## src/rtl/gl_pkg.sv

```systemverilog
// Shared GL pipeline definitions: instruction field layout, opcodes and fetch state encoding.
package gl_pkg;

  localparam int unsigned TYPE_BIT = 31;
  localparam int unsigned IMM_MSB  = 30;
  localparam int unsigned IMM_LSB  = 8;
  localparam int unsigned OP_MSB   = 7;

  localparam logic [7:0] OP_NOP  = 8'h00;
  localparam logic [7:0] OP_JUMP = 8'h10;
  localparam logic [7:0] OP_SKIP = 8'h11;
  localparam logic [7:0] OP_HALT = 8'hFF;

  typedef enum logic [1:0] {
    StIdle,
    StRun,
    StHalted
  } state_e;

endpackage

```

## src/rtl/gl_sync_fifo.sv

```systemverilog
// Synchronous FIFO with push/pop/flush and occupancy count; DEPTH must be a power of two.
module gl_sync_fifo #(
  parameter int unsigned WIDTH = 32,
  parameter int unsigned DEPTH = 4
) (
  input  logic                     clk,
  input  logic                     reset,
  input  logic                     flush,
  input  logic                     push,
  input  logic [WIDTH-1:0]         wdata,
  input  logic                     pop,
  output logic [WIDTH-1:0]         rdata,
  output logic                     empty,
  output logic                     full,
  output logic [$clog2(DEPTH):0]   count
);

  localparam int unsigned PtrW = $clog2(DEPTH);
  localparam int unsigned CntW = PtrW + 1;

  logic [WIDTH-1:0] mem_q [DEPTH];
  logic [PtrW-1:0]  wr_ptr_q, wr_ptr_d, rd_ptr_q, rd_ptr_d;
  logic [CntW-1:0]  count_q, count_d;
  logic             push_ok, pop_ok;

  always_comb begin
    pop_ok   = pop && (count_q != '0);
    // A push into a full FIFO is accepted only when the head leaves in the same cycle.
    push_ok  = push && ((count_q != CntW'(DEPTH)) || pop_ok);
    wr_ptr_d = wr_ptr_q;
    rd_ptr_d = rd_ptr_q;
    count_d  = count_q;
    if (flush) begin
      wr_ptr_d = '0;
      rd_ptr_d = '0;
      count_d  = '0;
    end else begin
      if (push_ok) wr_ptr_d = wr_ptr_q + PtrW'(1);
      if (pop_ok)  rd_ptr_d = rd_ptr_q + PtrW'(1);
      unique case ({push_ok, pop_ok})
        2'b10:   count_d = count_q + CntW'(1);
        2'b01:   count_d = count_q - CntW'(1);
        default: count_d = count_q;
      endcase
    end
  end

  always_ff @(posedge clk) begin
    if (!reset) begin
      wr_ptr_q <= '0;
      rd_ptr_q <= '0;
      count_q  <= '0;
    end else begin
      wr_ptr_q <= wr_ptr_d;
      rd_ptr_q <= rd_ptr_d;
      count_q  <= count_d;
    end
  end

  always_ff @(posedge clk) begin
    if (push_ok && !flush) mem_q[wr_ptr_q] <= wdata;
  end

  assign rdata = mem_q[rd_ptr_q];
  assign empty = (count_q == '0);
  assign full  = (count_q == CntW'(DEPTH));
  assign count = count_q;

endmodule

```

## src/rtl/gl_fetch_prefetch.sv

```systemverilog
// Prefetching instruction fetch for the GL pipeline with redirect and halt.
// Optional GL_FETCH_PERF_EN adds saturating stall and flush counters.
module gl_fetch_prefetch
  import gl_pkg::*;
#(
  parameter int unsigned ADDR_W       = 32,
  parameter int unsigned DATA_W       = 32,
  parameter int unsigned DEPTH        = 4,
  parameter int unsigned READ_LATENCY = 1,
  parameter logic [7:0]  HALT_OPCODE  = OP_HALT
) (
  input  logic              clk,
  input  logic              reset,
  input  logic              start,
  input  logic [ADDR_W-1:0] start_addr,
  output logic              mem_en,
  output logic [ADDR_W-1:0] mem_addr,
  input  logic [DATA_W-1:0] mem_data,
  output logic              inst_valid,
  input  logic              inst_ready,
  output logic [DATA_W-1:0] inst_data,
  output logic [ADDR_W-1:0] inst_addr,
  input  logic              redirect_en,
  input  logic [ADDR_W-1:0] redirect_addr,
  output logic              halted,
  output logic              busy
`ifdef GL_FETCH_PERF_EN
  ,
  output logic [31:0]       perf_stall_cycles,
  output logic [15:0]       perf_flushes
`endif
);

  localparam int unsigned CntW = $clog2(DEPTH) + 1;
  localparam int unsigned EntW = ADDR_W + DATA_W;

  state_e                  state_q, state_d;
  logic [ADDR_W-1:0]       pc_q, pc_d;
  logic [READ_LATENCY-1:0] pipe_vld_q, pipe_vld_d;
  logic [ADDR_W-1:0]       pipe_addr_q [READ_LATENCY];
  logic [ADDR_W-1:0]       pipe_addr_d [READ_LATENCY];

  logic [CntW-1:0] fifo_count;
  logic            fifo_empty, fifo_full, fifo_push, fifo_pop, fifo_flush;
  logic [EntW-1:0] fifo_rdata;
  int unsigned     inflight;
  logic            redirect_act, halt_push;

  always_comb begin
    inflight = 0;
    for (int i = 0; i < int'(READ_LATENCY); i++) inflight = inflight + 32'(pipe_vld_q[i]);

    redirect_act = redirect_en && (state_q != StIdle);
    // Words returning after a halt, or into a flushed pipe, are dropped here.
    fifo_push    = pipe_vld_q[READ_LATENCY-1] && (state_q == StRun) && !redirect_act;
    halt_push    = fifo_push && (mem_data[OP_MSB:0] == HALT_OPCODE);
    fifo_flush   = redirect_act;
    fifo_pop     = inst_valid && inst_ready && !redirect_act;

    mem_en = (state_q == StRun) && !redirect_act && !halt_push && !fifo_full &&
             ((32'(fifo_count) + inflight) < DEPTH);

    state_d = state_q;
    pc_d    = pc_q;
    unique case (state_q)
      StIdle: begin
        if (start) begin
          state_d = StRun;
          pc_d    = start_addr;
        end
      end
      StRun: begin
        if (redirect_act) pc_d = redirect_addr;
        else if (halt_push) state_d = StHalted;
      end
      StHalted: begin
        if (redirect_act) begin
          state_d = StRun;
          pc_d    = redirect_addr;
        end
      end
      default: state_d = StIdle;
    endcase
    if (mem_en) pc_d = pc_q + ADDR_W'(1);

    pipe_vld_d[0]  = mem_en;
    pipe_addr_d[0] = pc_q;
    for (int i = 1; i < int'(READ_LATENCY); i++) begin
      pipe_vld_d[i]  = pipe_vld_q[i-1];
      pipe_addr_d[i] = pipe_addr_q[i-1];
    end
    if (redirect_act) pipe_vld_d = '0;
  end

  always_ff @(posedge clk) begin
    if (!reset) begin
      state_q    <= StIdle;
      pc_q       <= '0;
      pipe_vld_q <= '0;
      for (int i = 0; i < int'(READ_LATENCY); i++) pipe_addr_q[i] <= '0;
    end else begin
      state_q    <= state_d;
      pc_q       <= pc_d;
      pipe_vld_q <= pipe_vld_d;
      for (int i = 0; i < int'(READ_LATENCY); i++) pipe_addr_q[i] <= pipe_addr_d[i];
    end
  end

  gl_sync_fifo #(
    .WIDTH (EntW),
    .DEPTH (DEPTH)
  ) u_fifo (
    .clk   (clk),
    .reset (reset),
    .flush (fifo_flush),
    .push  (fifo_push),
    .wdata ({pipe_addr_q[READ_LATENCY-1], mem_data}),
    .pop   (fifo_pop),
    .rdata (fifo_rdata),
    .empty (fifo_empty),
    .full  (fifo_full),
    .count (fifo_count)
  );

  assign mem_addr   = pc_q;
  assign inst_valid = !fifo_empty;
  assign inst_data  = inst_valid ? fifo_rdata[DATA_W-1:0] : '0;
  assign inst_addr  = inst_valid ? fifo_rdata[EntW-1:DATA_W] : '0;
  assign halted     = (state_q == StHalted);
  assign busy       = (state_q != StIdle) || !fifo_empty;

`ifdef GL_FETCH_PERF_EN
  logic [31:0] stall_q, stall_d;
  logic [15:0] flush_q, flush_d;

  always_comb begin
    stall_d = stall_q;
    flush_d = flush_q;
    if (inst_valid && !inst_ready && (stall_q != '1)) stall_d = stall_q + 32'd1;
    if (redirect_act && (!fifo_empty || (inflight != 0)) && (flush_q != '1)) begin
      flush_d = flush_q + 16'd1;
    end
  end

  always_ff @(posedge clk) begin
    if (!reset) begin
      stall_q <= '0;
      flush_q <= '0;
    end else begin
      stall_q <= stall_d;
      flush_q <= flush_d;
    end
  end

  assign perf_stall_cycles = stall_q;
  assign perf_flushes      = flush_q;
`endif

endmodule

```

## config.mk

```make
export PLATFORM = sky130hd
export DESIGN_NAME = gl_fetch_prefetch
export DESIGN_NICKNAME = d
export VERILOG_FILES = /design/src/rtl/gl_pkg.sv /design/src/rtl/gl_sync_fifo.sv /design/src/rtl/gl_fetch_prefetch.sv
export SDC_FILE = /design/constraint.sdc
export NUM_CORES = 1
export LEC_CHECK = 0
export CAP_MARGIN = 25
export CORE_AREA = 2 2 187 152
export DETAILED_ROUTE_END_ITERATION = 8
export DIE_AREA = 0 0 189 154
export PLACE_DENSITY_LB_ADDON = 0.15
export SLEW_MARGIN = 20
export SYNTH_ARGS = -nofsm -noshare
export SYNTH_HDL_FRONTEND = slang
export SYNTH_SLANG_ARGS = --single-unit
```

## constraint.sdc

```tcl
create_clock -name clk -period 13.98 [get_ports clk]
set_input_delay 2.796 -clock clk [delete_from_list [all_inputs] [get_ports clk]]
set_output_delay 2.796 -clock clk [all_outputs]
set_load 0.02 [all_outputs]
```

=== Word level (Yosys, flattened, before mapping) ===
Memories as Yosys holds them, arrays and structs flattened. A register that Yosys moved wholly into a read port is not among the register bits.
Cells that the tools add are included.

* Divide/modulo/power cells: 0
* Multipliers: 0
* Equal/unequal tests: 13
* Reductions and logical operators: 30
* $lt $le $gt $ge: 1
* Bitwise gates (word level): 1
* Shift operators: 0
* Add/subtract/negate cells: 6
* Multiplexer cells: 20

{| class="wikitable"
|+ Operator list
! cell !! count
|-
| 2-to-1 mux 32 bit || 6
|-
| one-hot mux 32 bit (2 select lines) || 1
|-
| adder 32 x 1 -> 32 bit, second input constant || 1
|-
| OR reduction 32 bit || 1
|-
| logical AND 1 bit || 13
|-
| 2-to-1 mux 2 bit || 6
|-
| == test 8 bit, second input constant || 1
|-
| != test 2 bit, second input constant || 3
|-
| != test 3 bit, second input constant || 2
|-
| one-hot mux 2 bit (3 select lines) || 1
|-
| one-hot mux 3 bit (2 select lines) || 1
|-
| nonzero test 3 bit || 2
|-
| 2-to-1 mux 1 bit || 5
|-
| adder 2 x 1 -> 2 bit, second input constant || 2
|-
| adder 3 x 1 -> 4 bit || 1
|-
| == test 2 x 1 -> 1 bit, second input constant || 2
|-
| == test 2 bit, second input constant || 2
|-
| logical NOT 1 bit || 4
|-
| less-than comparator 4 x 3 -> 1 bit, second input constant || 1
|-
| AND reduction 4 bit || 1
|-
| nonzero test 2 bit || 2
|-
| OR reduction 2 bit || 2
|-
| adder 3 x 1 -> 3 bit, second input constant || 1
|-
| == test 3 bit, second input constant || 1
|-
| other kinds (8) || 9
|}

* Memories kept: 2
* Input bits: 101
* RAM bits: 288
* Register bits: 42
* Bits in latches: 0
* Memory bits (read-only): 0
* Logic and storage cells: 79

{| class="wikitable"
|+ Memories
! name !! words !! width !! rd ports !! clocked after memory_dff !! wr ports !! RTL line !! source
|-
| u_fifo.mem_q || 4 || 64 || 1 || 1 || 1 || gl_sync_fifo.sv:21 || <nowiki>logic [WIDTH-1:0] mem_q [DEPTH];</nowiki>
|-
| pipe_addr_q || 1 || 32 || 1 || 0 || 1 || gl_fetch_prefetch.sv:40 || <nowiki>logic [ADDR_W-1:0] pipe_addr_q [READ_LATENCY];</nowiki>
|}

=== Depth between registers and ports, before layout ===
Gate-level depths: netlist of the first run.

* Word-level depth: 11
* Mapped depth: 11

=== Cells and area by module ===
Synthesis of the first run repeated with hierarchy kept, for this count alone.

* Cell total of the unflattened synthesis: 852
* Area, all modules: 13775.7 um2

{| class="wikitable"
|+ Modules (own cells, without submodules)
! module !! cells each !! sequential area each (um2) !! area each (um2) !! instances
|-
| gl_sync_fifo || 390 || 7867.5 || 9808.2 || 1
|-
| gl_fetch_prefetch || 462 || 1341.3 || 3967.6 || 1
|}

=== Worst setup path after synthesis of the first run ===
Ideal clock, no wire load.

* Path type: input to output
* Start point: in redirect_en
* End point: out mem_en
* Stages: 6
* Path buffers: 2
* Arrival: 4000 ps
* Data required time: 11184 ps
* Setup slack: 7184 ps
* Path through: or2b_4 nand4b_2 or2_1 buf_4 inv_1 buf_1

* Cells in the longest elaborated chain, start to end: 8
* Elaborated cells on any way between the ends: 9
* Those cells by class: reduce/logical (9)

{| class="wikitable"
|+ Ends and longest elaborated chain
! item !! RTL line !! source
|-
| from (decl) || gl_fetch_prefetch.sv:23 || <nowiki>input logic redirect_en,</nowiki>
|-
| logical AND 1 bit (*) || gl_fetch_prefetch.sv:53 || <nowiki>redirect_act = redirect_en && (state_q != StIdle);</nowiki>
|-
| logical NOT 1 bit (*) || gl_fetch_prefetch.sv:55, gl_fetch_prefetch.sv:60 ||
|-
| logical AND 1 bit || gl_fetch_prefetch.sv:55 || <nowiki>fifo_push = pipe_vld_q[READ_LATENCY-1] && (state_q == StRun) && !redirect_act;</nowiki>
|-
| logical AND 1 bit || gl_fetch_prefetch.sv:56 || <nowiki>halt_push = fifo_push && (mem_data[OP_MSB:0] == HALT_OPCODE);</nowiki>
|-
| logical NOT 1 bit || gl_fetch_prefetch.sv:60 || <nowiki>mem_en = (state_q == StRun) && !redirect_act && !halt_push && !fifo_full &&</nowiki>
|-
| logical AND 1 bit (*) (3 in a row) || gl_fetch_prefetch.sv:60 ||
|-
| to (decl) || gl_fetch_prefetch.sv:16 || <nowiki>output logic mem_en,</nowiki>
|}

Mark *: on every way between the ends. The rest lies on a longest branch, timed or not.

=== Worst setup path after layout of the first run ===
* Start point: in mem_data[5]
* End point: out mem_en

* Cells in the longest elaborated chain, start to end: 6

{| class="wikitable"
|+ Ends and longest elaborated chain
! item !! RTL line !! source
|-
| from (decl) || gl_fetch_prefetch.sv:18 || <nowiki>input logic [DATA_W-1:0] mem_data,</nowiki>
|-
| == test 8 bit || gl_fetch_prefetch.sv:56 ||
|-
| logical AND 1 bit || gl_fetch_prefetch.sv:56 ||
|-
| logical NOT 1 bit || gl_fetch_prefetch.sv:60 ||
|-
| logical AND 1 bit (3 in a row) || gl_fetch_prefetch.sv:60 ||
|}

Every way passes these cells.

==> flow_summary.toml, run 1 <==
[floorplanning]
ios = 201
initial_core_util = 0.494
rows = 54
core_area_um2 = 27100
die_w_um = 189
die_h_um = 154
die_area_um2 = 29100

[clock_tree]
cts.sinks = 332
clk_latency_ns = 0.50
cts_buffers = 34
cts.path.max_buffers = 3
path_clk_slew_ns = 0.05
htree_levels = 2
cts_tree = "yes"
post_cts_buffers = 0
ctsResizeCount = 0
hold_buffers = 0
cts_root_buf = "clkbuf_16"

[power_and_ir_drop]
ir_worst_vdd_v = 0.0000946
pwr-share-comb = 0.351
design_power_total_mw = 3.30
seqPwrFrac = 0.385
pwr-share-clk = 0.265
power.density_nw_per_um2 = 195
internal_power_mw = 2.23
p_sw_mw = 1.07
netSwitchingFraction = 0.325
p_leak_nw = 5.57

[sta]
rsz0062_at_grt = "false"
max_freq_ghz = 0.131
slew_headroom = 0.318
fin_crit_sh = 0.547
final-max-slew-violation-count = 0
worst_slew_pin_slew_ns = 1.02
setup_violations = 0
timing.setup.tns_ns = 0
finClkSkew_ns = 0.0215
finalHoldViolCount = 0
hold_ws_ns = 0.472
period_needed_ns = 7.65

[synth]
syn-num-nets = 956
synth-edff-count = 256
synth_area_leaders = "edfxtp_1 (57%), dfxtp_1 (11%), mux4_2 (11%), and2_1 (4.6%), mux2i_1 (2.0%)"
yosys-top-cells-count = "edfxtp_1 (256), and2_1 (99), dfxtp_1 (76)"
async_flop_share = 0
ys_seq_elements = 332
syn_inst = 844
yosysUniqueCellTypes = 57
synth_flop_cell = "edfxtp_1"
netlist.top_cell.by_area = "edfxtp_1"
synth_top_cell_area_share = 0.574
yosysMostFrequentCell = "edfxtp_1"
synth.avg_cell_area_um2 = 15.9
ys_seq_area_frac = 0.687
syn_area_um2 = 13400
yosysWarnings = 0

[job]
drv_cap = 0

[routing]
first_pass_iters = 5
drt-initial-drc-count = 588
viasPerCell = 5.49
ant_nets = 0
drc = 0
drt-wirelength-per-cell_um = 20.5
wl_um = 29600
num_vias = 7907

[place]
gp_congestion = 0.823
place.port_buffers = 200
dp_hpwl_um = 18500

[setup_path]
worst_ep_required_time_ns = 11.18
cp-end-kind = "primary output"
path_depth = 6
cp_slowest_stage_delay_ns = 0.57
crit_slowest_cell = "clkdlybuf4s50_1"
arrival_ns = 4.86
worstPathCellList = "clkdlybuf4s50_1, nand4_1, nor3_1, or2_1, inv_1, clkdlybuf4s50_1"
crit_type = "input pin to primary output"
reg2reg_depth = 7
cpMostUsedCell = "clkdlybuf4s50_1"
crit_path_start_kind = "input pin"
crit_family = "buffers and inverters"
critPathMaxFanout = 5
path_buf_inv = 3

[global_route]
grt_pass1_wl_um = 46000
grt_pass1_vias = 8073
grt_antenna_before_repair = 0
grt_usage = 0.205
gr-total-overflow = 0
grt_max_degree = 65

[worst_hold_path]
hp-class = "register to register"
min_path_cells = 0

[layout]
drive_gt1_frac = 0.136
fin_nets = 1163
area_growth_pct = 26.4
fillers = 2027

[outcome]
status = "complete, no violations"
[cell usage in the layout (no fill, tap or decap), drive strengths merged, types with 2 or more instances in the layout]
cell type / synthesis / routed
bufinv: 0 / 3
nor2b: 4 / 4
mux4: 64 / 64
xor2: 3 / 3
inv: 22 / 23
ha: 10 / 10
clkinv: 0 / 12
o211a: 2 / 2
or3: 3 / 3
mux2: 7 / 7
clkbuf: 31 / 45
nand2: 29 / 29
o211ai: 4 / 4
buf: 11 / 13
and3: 9 / 9
nand4: 7 / 7
o32a: 6 / 6
a21boi: 3 / 3
o31a: 3 / 3
a21oi: 31 / 31
mux2i: 27 / 27
a31oi: 6 / 6
nor2: 40 / 40
nand3: 12 / 12
o21ai: 23 / 23
clkdlybuf4s50: 0 / 200
a2111oi: 4 / 4
nor3: 16 / 16
xnor2: 5 / 5
a211oi: 7 / 7
dfxtp: 76 / 76
nor4: 3 / 3
and4: 2 / 2
and2: 100 / 100
edfxtp: 256 / 256
[registers in the layout, indices dropped and copies added (netlist names), named ones only]
name             count
u_fifo.mem_q       256
u_fifo.wr_ptr_q      2
mem_addr            32
pipe_vld_q           1
u_fifo.rd_ptr_q      2
pipe_addr_q         32
state_q              2
u_fifo.count         3
[stage by stage]
| step | cells | instance area (um^2) | setup WS (ns) | utilization |
|---|---|---|---|---|
| 2_1_floorplan | 844 | 13400 | 7.18 | - |
| 3_3_place_gp | 1377 | 15800 | 6.32 | 0.584 |
| 3_5_place_dp | 1377 | 15800 | 6.32 | 0.584 |
| 4_1_cts | 1438 | 16900 | 6.31 | 0.624 |
| 5_1_grt | 1440 | 16900 | 6.20 | 0.625 |
| 6_report | 1441 | 16900 | 6.33 | 0.625 |
[metal layers]
layer / vias up / wire, um / global-route usage
met2: 256 / 13500 / 0.319
met1: 3950 / 13600 / 0.294
met4: 0 / 469 / 0.0510
met5: - / 0 / 0
met3: 39 / 2090 / 0.0488
li1: 3662 / - / -
[logic make-up after synthesis]
group / Yosys count / synth area share
AO/OA/AOI/OAI: 99 / 0.0482
multiplexers: 98 / 0.134
XOR/XNOR: 8 / 0.00523
AND/OR/NAND/NOR: 232 / 0.0963
buffers and inverters: 64 / 0.0184
adder cells (fa/ha/maj): 11 / 0.0108
flip-flops: 332 / 0.687
[worst register-to-register path: cells and delay by family, from the launching register on]
kind                     cells  cell delay (ns)
AO/OA/AOI/OAI                3             0.93
flip-flops                   1             0.42
buffers and inverters        2             0.44
multiplexers                 1             0.71
adder cells (fa/ha/maj)      1             0.54
[power groups by stage]
stage | clock, mW | combinational [mW] | sequential (mW)
floorplan | 0 | 0.651 | 1.28
global placement | 0 | 1.16 | 1.29
global route | 0.931 | 1.25 | 1.29
detailed placement | 0 | 1.16 | 1.29
finish | 0.874 | 1.16 | 1.27
CTS | 0.897 | 1.17 | 1.27
[path summary, 6_finish.rpt]
check	from	to	slack, ns
worst max register to register	state_q[0]	mem_addr[10]	10.82
worst max-delay path	mem_data[5]	mem_en	6.33
worst min register to register	pipe_addr_q[0][23]	u_fifo.mem_q[1][55]	0.47
worst min-delay path	pipe_addr_q[0][23]	u_fifo.mem_q[1][55]	0.47
[area by class of cell]
cell class / count / area [um^2] / area share
flip-flops and latches: 332 / 9220 / 0.544
multi-input cells: 448 / 3980 / 0.235
repair buffers: 213 / 2120 / 0.125
clock buffers: 45 / 933 / 0.0551
well taps: 364 / 455 / 0.0269
clock inverters: 16 / 151 / 0.00894
inverters: 22 / 82.6 / 0.00488
diodes: 1 / 2.50 / 0.000148
Note: power is estimated with default switching activity, not from simulation.
==> run 2: changes to the inputs <==
==> constraint.sdc (replaced) <==
create_clock -name clk -period 7.4 [get_ports clk]
set_input_delay 1.48 -clock clk [delete_from_list [all_inputs] [get_ports clk]]
set_output_delay 1.48 -clock clk [all_outputs]
set_load 0.02 [all_outputs]
==> run 2 against run 1 <==
Final cell count unchanged. Utilization up 0.29 points. Global-route usage up 0.22 points. Critical endpoint unchanged.
==> flow_summary.toml, run 2 (synthesis results as in run 1) <==
[global_route]
grt_use_met3 = 0.0482
grt_pass1_wl_um = 46300
gr-total-overflow = 0
grt_pass1_vias = 8017
top_usage_layer = "met2"
use_met2 = 0.325
grt_max_degree = 66
met1_usage = 0.298
grt_usage = 0.207
grt_antenna_before_repair = 0

[place]
placed_area_um2 = 15900
gp_congestion = 0.811
place.port_buffers = 200
dp_hpwl_um = 18700

[setup_path]
r2r_start = "pipe_vld_q"
r2r-end = "mem_addr[10]"
crit_type = "input pin to primary output"
cp-end-kind = "primary output"
worst_ep_required_time_ns = 5.92
critPathMaxFanout = 27
r2r_setup_slack_ns = 4.33
arrival_ns = 4.03
crit_path_start_kind = "input pin"
reg2reg_depth = 7

[sta]
worst_slew_pin_slew_ns = 0.979
setup_violations = 0
final-max-slew-violation-count = 0
rsz0062_at_grt = "false"
finalHoldViolCount = 0
period_needed_ns = 5.51
finClkSkew_ns = 0.00615
slew_headroom = 0.347
timing.setup.tns_ns = 0
max_freq_ghz = 0.182
fin_crit_sh = 0.744

[floorplanning]
die_w_um = 189
die_h_um = 154
rows = 54
core_area_um2 = 27100
ios = 201
initial_core_util = 0.494
die_area_um2 = 29100

[power_and_ir_drop]
ir_worst_vdd_v = 0.000281
seqPwrFrac = 0.383
internal_power_mw = 4.23
pwr-share-clk = 0.267
netSwitchingFraction = 0.323
p_sw_mw = 2.02
p_leak_nw = 5.61
pwr-share-comb = 0.350
power.density_nw_per_um2 = 367

[layout]
largest_register_ffs = 256
regMostFlops = "u_fifo.mem_q"
final_area_um2 = 17000
antennaDiodeCount = 0
final_common_cell = "edfxtp_1"
fin_nets = 1168
area.sequential_um2 = 9220
layout_common_cells = "edfxtp_1 (256), clkdlybuf4s50_1 (200), and2_1 (99)"
area_growth_pct = 27.0
drive_gt1_frac = 0.138
multiInputGateArea_um2 = 3970
fillers = 1980

[worst_hold_path]
hold_path_end = "u_fifo.mem_q[1][61]"
hp-class = "register to register"
hold_start = "pipe_addr_q[0][29]"
min_path_cells = 0

[routing]
ant_nets = 0
num_vias = 7803
wl_um = 29400
drc = 0
drt-initial-drc-count = 549
first_pass_iters = 5
viasPerCell = 5.41
drt-wirelength-per-cell_um = 20.4

[job]
drv_cap = 0

[clock_tree]
cts_buffers = 34
cts_root_buf = "clkbuf_16"
hold_buffers = 0
ctsResizeCount = 0
clk_latency_ns = 0.51
cts_tree = "yes"
cts.path.max_buffers = 3
cts.sinks = 332
path_clk_slew_ns = 0.05
htree_levels = 2
post_cts_buffers = 0

[outcome]
status = "complete, no violations"
run 2: per-layer routing:
metal,share of wire,up-vias
met5,0,-
met2,0.46,258
met4,0.015,0
li1,-,3668
met1,0.45,3835
met3,0.075,42
run 2: metrics by stage:
| step | cells | hold slack (ns) | power [mW] | setup WS (ns) | utilization |
|---|---|---|---|---|---|
| floorplan | 844 | 0.438 | 3.64 | 2.14 | - |
| global placement | 1379 | 0.459 | 4.61 | 1.92 | 0.584 |
| CTS | 1438 | 0.470 | 6.30 | 1.94 | 0.626 |
| detailed placement | 1381 | 0.457 | 4.62 | 1.94 | 0.585 |
| finish | 1441 | 0.467 | 6.25 | 1.89 | 0.628 |
| global route | 1441 | 0.497 | 6.56 | 1.74 | 0.628 |
run 2: worst max-delay path by stage:
stage / end / slack (ns) / start
2_1_floorplan: u_fifo.mem_q[0][0] / 2.14 / redirect_en
3_3_place_gp: mem_en / 1.92 / mem_data[5]
3_5_place_dp: mem_en / 1.94 / mem_data[5]
4_1_cts: mem_en / 1.94 / mem_data[5]
5_1_grt: mem_en / 1.74 / mem_data[6]
6_report: mem_en / 1.89 / mem_data[5]
run 2: power groups by stage:
stage          clock network (mW)  registers, mW  logic [mW]
2_1_floorplan                   0           2.41        1.23
3_3_place_gp                    0           2.46        2.14
3_5_place_dp                    0           2.47        2.15
4_1_cts                      1.70           2.43        2.17
5_1_grt                      1.78           2.42        2.36
6_report                     1.67           2.39        2.19
run 2: worst max-delay path: stages:
cell and delay [ns]:
clkdlybuf4s50_1 0.56, nand4_1 0.17, nor3_1 0.55, or2_1 0.20
inv_1 0.36, clkdlybuf4s50_1 0.69
run 2: layout make-up:
cell class,count,share of cell area
clock buffers,44,0.0553
repair buffers,218,0.129
flip-flops and latches,332,0.542
clock inverters,13,0.00853
well taps,364,0.0268
multi-input cells,448,0.234
inverters,22,0.00485
